### config.mk
export PLATFORM = sky130hd
export DESIGN_NAME = mul_row_sequencer
export DESIGN_NICKNAME = d
export VERILOG_FILES = /design/src/rtl/mul_row_sequencer.sv
export SDC_FILE = /design/constraint.sdc
export NUM_CORES = 1
export LEC_CHECK = 0
export BUFFER_PORTS_ARGS = -buffer_cell sky130_fd_sc_hd__buf_2
export CORE_MARGIN = 2
export CORE_UTILIZATION = 55
export DETAILED_ROUTE_END_ITERATION = 7
export PLACE_DENSITY = 0.8
export SYNTH_ARGS = -nofsm -noshare
export SYNTH_HDL_FRONTEND = slang
export SYNTH_SLANG_ARGS = --single-unit
### constraint.sdc
create_clock -name clk_in -period 4 [get_ports clk_in]
set_input_delay 0.8 -clock clk_in [delete_from_list [all_inputs] [get_ports clk_in]]
set_output_delay 0.8 -clock clk_in [all_outputs]
set_load 0.005 [all_outputs]
### src/rtl/mul_row_sequencer.sv
// mul_row_sequencer
// Drives a schoolbook multi-word multiply, one row at a time, into an
// accumulating partial-product store. Row i reads word i of operand A against
// words 0..N-1 of operand B. The product stream reaches the store with a
// valid/padding pair that is delay-matched to the operand read and multiplier
// pipe. The sequencer waits for the store's output pass before the next row.
//
// Optional build macro: MUL_SEQ_TIMEOUT_EN
//   Adds parameter TIMEOUT_CYCLES and output timeout_out. When it is defined,
//   ARM and DRAIN give up after TIMEOUT_CYCLES cycles and return to IDLE.
//
// Ports:
//   clk_in          clock
//   rst_in          synchronous reset, active low
//   start_in        begin a multiply (honoured only when idle)
//   store_ready_in  store is ready to accept a row
//   store_valid_in  store output pass in progress
//   busy_out        sequencer not idle
//   done_out        one-cycle pulse after the last row's drain
//   a_addr_out      operand A word address (row index)
//   b_addr_out      operand B word address
//   op_rd_out       read enable for both operand BRAMs
//   mul_valid_out   product valid to the store (op_rd_out delayed PIPE_LATENCY)
//   pad_out         start padding to the store (row delayed PIPE_LATENCY)
//   timeout_out     (MUL_SEQ_TIMEOUT_EN only) one-cycle pulse on a wait timeout
module mul_row_sequencer #(
  parameter int REGISTER_SIZE   = 32,
  parameter int NUM_BITS_STORED = 2048,
  parameter int DESIRED_SIZE    = 2080,
  parameter int PIPE_LATENCY    = 3,
`ifdef MUL_SEQ_TIMEOUT_EN
  parameter int TIMEOUT_CYCLES  = 4096,
`endif
  localparam int N  = NUM_BITS_STORED / REGISTER_SIZE,
  localparam int AW = (N > 1) ? $clog2(N) : 1,
  localparam int PW = $clog2(DESIRED_SIZE) + 1
) (
  input  logic          clk_in,
  input  logic          rst_in,
  input  logic          start_in,
  input  logic          store_ready_in,
  input  logic          store_valid_in,
  output logic          busy_out,
  output logic          done_out,
  output logic [AW-1:0] a_addr_out,
  output logic [AW-1:0] b_addr_out,
  output logic          op_rd_out,
  output logic          mul_valid_out,
  output logic [PW-1:0] pad_out
`ifdef MUL_SEQ_TIMEOUT_EN
  ,
  output logic          timeout_out
`endif
);

  localparam logic [2:0] S_IDLE  = 3'd0;
  localparam logic [2:0] S_ARM   = 3'd1;
  localparam logic [2:0] S_ISSUE = 3'd2;
  localparam logic [2:0] S_FLUSH = 3'd3;
  localparam logic [2:0] S_DRAIN = 3'd4;
  localparam logic [2:0] S_DONE  = 3'd5;

  localparam int              FW         = (PIPE_LATENCY > 1) ? $clog2(PIPE_LATENCY) : 1;
  localparam logic [AW-1:0]   LAST_IDX   = AW'(N - 1);
  localparam logic [FW-1:0]   FLUSH_LAST = FW'(PIPE_LATENCY - 1);

  logic [2:0]    state;
  logic [AW-1:0] row;
  logic [AW-1:0] b_idx;
  logic [FW-1:0] flush_cnt;
  logic          seen;
  logic          tmo_hit;

  logic          vld_p [PIPE_LATENCY];
  logic [PW-1:0] pad_p [PIPE_LATENCY];

  assign busy_out      = (state != S_IDLE);
  assign done_out      = (state == S_DONE);
  assign op_rd_out     = (state == S_ISSUE);
  assign a_addr_out    = row;
  assign b_addr_out    = b_idx;
  assign mul_valid_out = vld_p[PIPE_LATENCY-1];
  assign pad_out       = pad_p[PIPE_LATENCY-1];

  // Row scheduler
  always_ff @(posedge clk_in) begin
    if (!rst_in) begin
      state     <= S_IDLE;
      row       <= '0;
      b_idx     <= '0;
      flush_cnt <= '0;
      seen      <= 1'b0;
    end else if (tmo_hit) begin
      state <= S_IDLE;
    end else begin
      case (state)
        S_IDLE: begin
          if (start_in) begin
            row   <= '0;
            seen  <= 1'b0;
            state <= S_ARM;
          end
        end
        S_ARM: begin
          if (store_ready_in) begin
            b_idx <= '0;
            state <= S_ISSUE;
          end
        end
        S_ISSUE: begin
          if (b_idx == LAST_IDX) begin
            flush_cnt <= '0;
            state     <= S_FLUSH;
          end else begin
            b_idx <= b_idx + 1'b1;
          end
        end
        S_FLUSH: begin
          if (flush_cnt == FLUSH_LAST) begin
            state <= S_DRAIN;
          end else begin
            flush_cnt <= flush_cnt + 1'b1;
          end
        end
        S_DRAIN: begin
          // The pass is complete only after a high has been seen and valid
          // has dropped again; a high already present on entry counts.
          if (store_valid_in) begin
            seen <= 1'b1;
          end else if (seen) begin
            seen <= 1'b0;
            if (row == LAST_IDX) begin
              state <= S_DONE;
            end else begin
              row   <= row + 1'b1;
              state <= S_ARM;
            end
          end
        end
        S_DONE: begin
          state <= S_IDLE;
        end
        default: begin
          state <= S_IDLE;
        end
      endcase
    end
  end

  // Delay-match stages p0..p(PIPE_LATENCY-1): operand read + multiplier
  always_ff @(posedge clk_in) begin
    if (!rst_in) begin
      for (int i = 0; i < PIPE_LATENCY; i++) begin
        vld_p[i] <= 1'b0;
        pad_p[i] <= '0;
      end
    end else begin
      vld_p[0] <= op_rd_out;
      pad_p[0] <= PW'(row);
      for (int i = 1; i < PIPE_LATENCY; i++) begin
        vld_p[i] <= vld_p[i-1];
        pad_p[i] <= pad_p[i-1];
      end
    end
  end

`ifdef MUL_SEQ_TIMEOUT_EN
  localparam int            TW       = $clog2(TIMEOUT_CYCLES + 1);
  localparam logic [TW-1:0] TMO_LAST = TW'(TIMEOUT_CYCLES - 1);

  logic [2:0]    state_q;
  logic [TW-1:0] wait_cnt;
  logic [TW-1:0] cnt_now;
  logic          in_wait;

  // A state change since last cycle means this is the first cycle of the
  // state, so the count restarts from zero on every entry.
  assign in_wait = (state == S_ARM) || (state == S_DRAIN);
  assign cnt_now = (state != state_q) ? '0 : wait_cnt;
  assign tmo_hit = in_wait && (cnt_now == TMO_LAST);

  always_ff @(posedge clk_in) begin
    if (!rst_in) begin
      state_q     <= S_IDLE;
      wait_cnt    <= '0;
      timeout_out <= 1'b0;
    end else begin
      state_q     <= state;
      wait_cnt    <= in_wait ? cnt_now + 1'b1 : '0;
      timeout_out <= tmo_hit;
    end
  end
`else
  assign tmo_hit = 1'b0;
`endif

endmodule

# Word level (Yosys, flattened, before mapping)

Memories as Yosys holds them, arrays and structs flattened.
Cells that the tools add are included.

Register bits: 18
ROM bits: 0
Word-level logic and storage cells: 73
Bits in writable memories: 42
Bits in latches: 0
Memories kept: 2

Div/mod/pow operators: 0
Shifts and indexed selects: 0
$add $sub $neg: 3
Reductions and logical operators: 10
Bitwise gates (word level): 6
Multiply operators: 0
Mux-type cells: 30
$lt $le $gt $ge: 0
Eq/ne operators: 17

Memories:

| memory | words | width | rd ports | clocked after Yosys merged registers in | wr ports | line | RTL |
|---|---|---|---|---|---|---|---|
| pad_p  | 3     | 13    | 3        | 0                                       | 3        | 75   | `logic [PW-1:0] pad_p [PIPE_LATENCY];` |
| vld_p  | 3     | 1     | 3        | 0                                       | 3        | 74   | `logic vld_p [PIPE_LATENCY];` |

Operators by type and width:

| kind                  | number |
|---|---|
| $mux W13              | 3 |
| $mux W6               | 6 |
| $pmux W6 S2           | 2 |
| $mux W3               | 7 |
| $ne A2 B2 Y1 const B  | 8 |
| $pmux W3 S5           | 1 |
| $add A6 B1 Y6 const B | 2 |
| $eq A6 B6 Y1 const B  | 2 |
| $mux W1               | 7 |
| $eq A3 B2 Y1 const B  | 2 |
| $eq A3 B3 Y1 const B  | 2 |
| $or A1 B1 Y1          | 6 |
| $reduce_and A3 Y1     | 2 |
| $reduce_and A6 Y1     | 1 |
| $reduce_bool A2 Y1    | 3 |
| $reduce_and A5 Y1     | 1 |
| $mux W2               | 2 |
| $pmux W2 S2           | 1 |
| $eq A3 B1 Y1 const B  | 1 |
| $logic_not A3 Y1      | 1 |
| $reduce_bool A3 Y1    | 1 |
| $add A2 B1 Y2 const B | 1 |
| $eq A2 B2 Y1 const B  | 1 |
| $ne A2 B1 Y1 const B  | 1 |
| 2 further kinds       | 2 |

# Longest topological paths before layout

Depth in word-level cells: 5
Depth in mapped cells: 6
Mapped depth without buffers: 6

# Worst setup path after synthesis

Ideal clock, no wire load.

Path kind: reg2out
From: reg state[0]
To: out op_rd_out
Path slack: 2.278 ns
Buffers on the path: 1
Arrival time: 0.922 ns
Stages on the path, launching flop included: 4
Cells stage by stage: dfxtp_1 > or3b_1 > buf_2 > inv_2

Longest elaborated chain between the ends: 1

Ends and longest elaborated chain:

| element                | line | RTL |
|---|---|---|
| from (decl)            | 67   | `logic [2:0] state;` |
| from (signal assigned) | 88   | `state <= S_IDLE;` |
| from (signal assigned) | 94   | `state <= S_IDLE;` |
| from (signal assigned) | 101  | `state <= S_ARM;` |
| $eq A3 B2 Y1           | 79   | `assign op_rd_out = (state == S_ISSUE);` |
| to (decl)              | 47   | `output logic op_rd_out,` |

Every way passes these cells.

# Worst setup path after layout

From: reg state[1]
To: out op_rd_out

The elaborated chain is that of the path after synthesis.

==> impl_metrics.py <==
metrics = {
    "global_route": {
        "globalRouteOverflowTotal": 0,
        "grt_pass1_vias": 1048,
        "grt_usage_pct": 17.0,
        "grt_max_degree": 35,
        "grt_pass1_wl_um": 4460,
        "antenna_found_initial": 0,
    },
    "detailed_routing": {
        "vias_per_cell": 5.34,
        "drtAntennaViolNets": 0,
        "routed_wl_um": 2820,
        "wl_per_cell_um": 12.0,
        "dr.pass1.iters": 4,
        "vias": 1249,
        "drt_iter0_drc": 59,
        "drc_errors": 0,
    },
    "timing": {
        "layout_min_cycle_time_ns": 2.46,
        "max_slew.worst_pin.slew_ns": 0.504,
        "fin_setup_tns_ns": 0,
        "setup_viol": 0,
        "clock_skew_ns": 0.0103,
        "rsz0062_at_grt": "false",
        "finalHoldViolCount": 0,
        "maxSlewViolCount": 0,
        "period_share_pct": 61.5,
        "fmax_mhz": 407,
        "slew_headroom_pct": 66.4,
    },
    "logic_synthesis": {
        "ys_seq_area_share_pct": 45.9,
        "ys_warn_count": 0,
        "synth-seq-cells": 39,
        "synth_area_leaders": "dfxtp_1 46%, and2_1 5.9%, buf_4 5.7%",
        "synth_common_cells": "39 x dfxtp_1, 18 x nand2_1, 16 x and2_1",
        "synth.most_common_cell": "dfxtp_1",
        "synth-edff-count": 0,
        "netlist_instances": 181,
        "yosysUniqueCellTypes": 52,
        "synthesis.area_um2": 1700,
        "async_flop_share_pct": 0,
        "ys.flop_type": "dfxtp_1",
        "synth_area_leader_cell": "dfxtp_1",
        "synth_top_area_share_pct": 45.9,
        "syn_avg_cell_area_um2": 9.39,
    },
    "cts": {
        "cts_hold_buf": 0,
        "tritoncts": "yes",
        "cts.sinks": 39,
        "cts_resized": 0,
        "cts_buffers": 5,
        "clk_latency_ns": 0.34,
        "h-tree-depth": 2,
        "clk_path_buf_depth": 2,
        "root_buffer": "clkbuf_4",
        "clk_pin_slew_ns": 0.11,
        "postCtsSetupBuffers": 0,
    },
    "place": {
        "placed_cells": 226,
        "portBuffers": 26,
        "gp_congestion": 0.896,
        "dp_hpwl_um": 1950,
    },
    "setup_path": {
        "crit_required_ns": 3.20,
        "critPathCaptureType": "output pin",
        "arrival_ns": 1.66,
        "cp_max_fo": 12,
        "reg2reg_to": "a_addr_out[3]$_SDFFE_PN0P_",
        "r2r_start": "state[2]$_SDFFE_PN0P_",
        "reg2reg_depth": 4,
        "start_kind": "flip-flop",
        "rrSetupSlack_ns": 2.18,
        "worst-setup-path-type": "flip-flop to output pin",
    },
    "finish": {
        "layout-drive-gt1-share_pct": 22.4,
        "area_delta_synth_final_pct": 7.87,
        "antennaDiodeCount": 0,
        "fin_cells": 234,
        "final_nets": 208,
    },
    "floorplanning": {
        "die_h_um": 59.6,
        "start_util_pct": 56.6,
        "rows": 20,
        "coreArea_um2": 3000,
        "fp.dieW_um": 59.6,
        "dieArea_um2": 3550,
        "num_io_pins": 34,
    },
    "min_path": {
        "holdPathStages": 1,
        "hold_start": "pad_p[0][5]$_SDFF_PN0_",
        "hold_class": "flip-flop to flip-flop",
        "holdPathEnd": "pad_p[0][18]$_SDFF_PN0_",
    },
    "power_and_ir_drop": {
        "powerDensity_nw_per_um2": 432,
        "p_leak_nw": 0.844,
        "vdd_drop_max_mv": 0.267,
    },
    "flow_run": {
        "max-cap-violations": 0,
    },
    "run_status": {
        "status": "complete, no violations",
    },
}
[worst max-delay path: stages, from the launching register on]
cell	delay, ns
dfxtp_1	0.54
or3b_1	0.51
inv_2	0.15
buf_2	0.13
[stage by stage]
stage	instance area, um^2	utilization, %	setup slack, ns	hold slack (ns)	total power [mW]
after floorplan	1720	-	2.28	0.412	0.526
after global placement	1750	58.4	1.99	0.413	0.533
after detailed placement	1750	58.4	1.93	0.417	0.538
after CTS	1830	61.1	1.55	0.444	0.798
after global routing	1830	61.1	1.46	0.458	0.832
final	1830	61.1	1.54	0.441	0.793
[logic make-up after synthesis]
kind of cell	after synthesis	share of synthesized area [%]
multiplexers	5	3.61
adder cells (fa/ha/maj)	3	2.21
other	1	0.221
buffers and inverters	29	10.3
AO/OA/AOI/OAI	32	14.3
flip-flops	39	45.9
AND/OR/NAND/NOR	72	23.5
[registers in the layout (all words and copies together) (netlist names)]
signal	cells
a_addr_out	6
b_addr_out	6
flush_cnt	2
pad_p	18
seen	1
state	3
vld_p	3
[how the worst max path moves through the flow]
| stage | start | end | slack [ns] | depth (start not counted) |
|---|---|---|---|---|
| 3_5_place_dp | rst_in | state[0]$_SDFFE_PN0P_ | 1.93 | 4 |
| 4_1_cts | state[1]$_SDFFE_PN0P_ | op_rd_out | 1.55 | 3 |
| 2_1_floorplan | state[0]$_SDFFE_PN0P_ | op_rd_out | 2.28 | 3 |
| 5_1_grt | state[1]$_SDFFE_PN0P_ | op_rd_out | 1.46 | 3 |
| 6_report | state[1]$_SDFFE_PN0P_ | op_rd_out | 1.54 | 3 |
| 3_3_place_gp | rst_in | state[0]$_SDFFE_PN0P_ | 1.99 | 4 |
[power by group]
group | internal, mW | switching, mW | total (mW)
Clock | 0.132 | 0.130 | 0.261
Sequential | 0.400 | 0.0234 | 0.423
Combinational | 0.0473 | 0.0617 | 0.109
Total | 0.579 | 0.215 | 0.793
[cell type report]
cell class / instances / area, um^2
Clock buffer: 5 / 37.5
Clock inverter: 3 / 43.8
Fill cell: 248 / 1170
Inverter: 9 / 33.8
Multi-Input combinational cell: 119 / 767
Sequential cell: 39 / 781
Tap cell: 33 / 41.3
Timing Repair Buffer: 26 / 130
[cell usage in the layout (no fill, tap or decap), types with 3 or more instances in the layout]
cell type / Yosys / layout
nand2_1: 18 / 18
and2_1: 16 / 16
ha_1: 3 / 3
nor2_1: 11 / 11
conb_1: 1 / 7
buf_2: 2 / 26
dfxtp_1: 39 / 39
a31oi_1: 3 / 3
o21ai_0: 4 / 4
clkbuf_4: 0 / 5
nand3_1: 5 / 5
or3_1: 4 / 4
inv_1: 8 / 8
[routing by layer]
metal / share of wire, % / vias up / track usage (%)
li1: - / 640 / -
met1: 46 / 563 / 21.0
met2: 46 / 40 / 25.4
met3: 5.7 / 6 / 7.21
met4: 1.7 / 0 / 8.25
met5: 0 / - / 0
No activity file was read; power rests on OpenSTA's default activity.
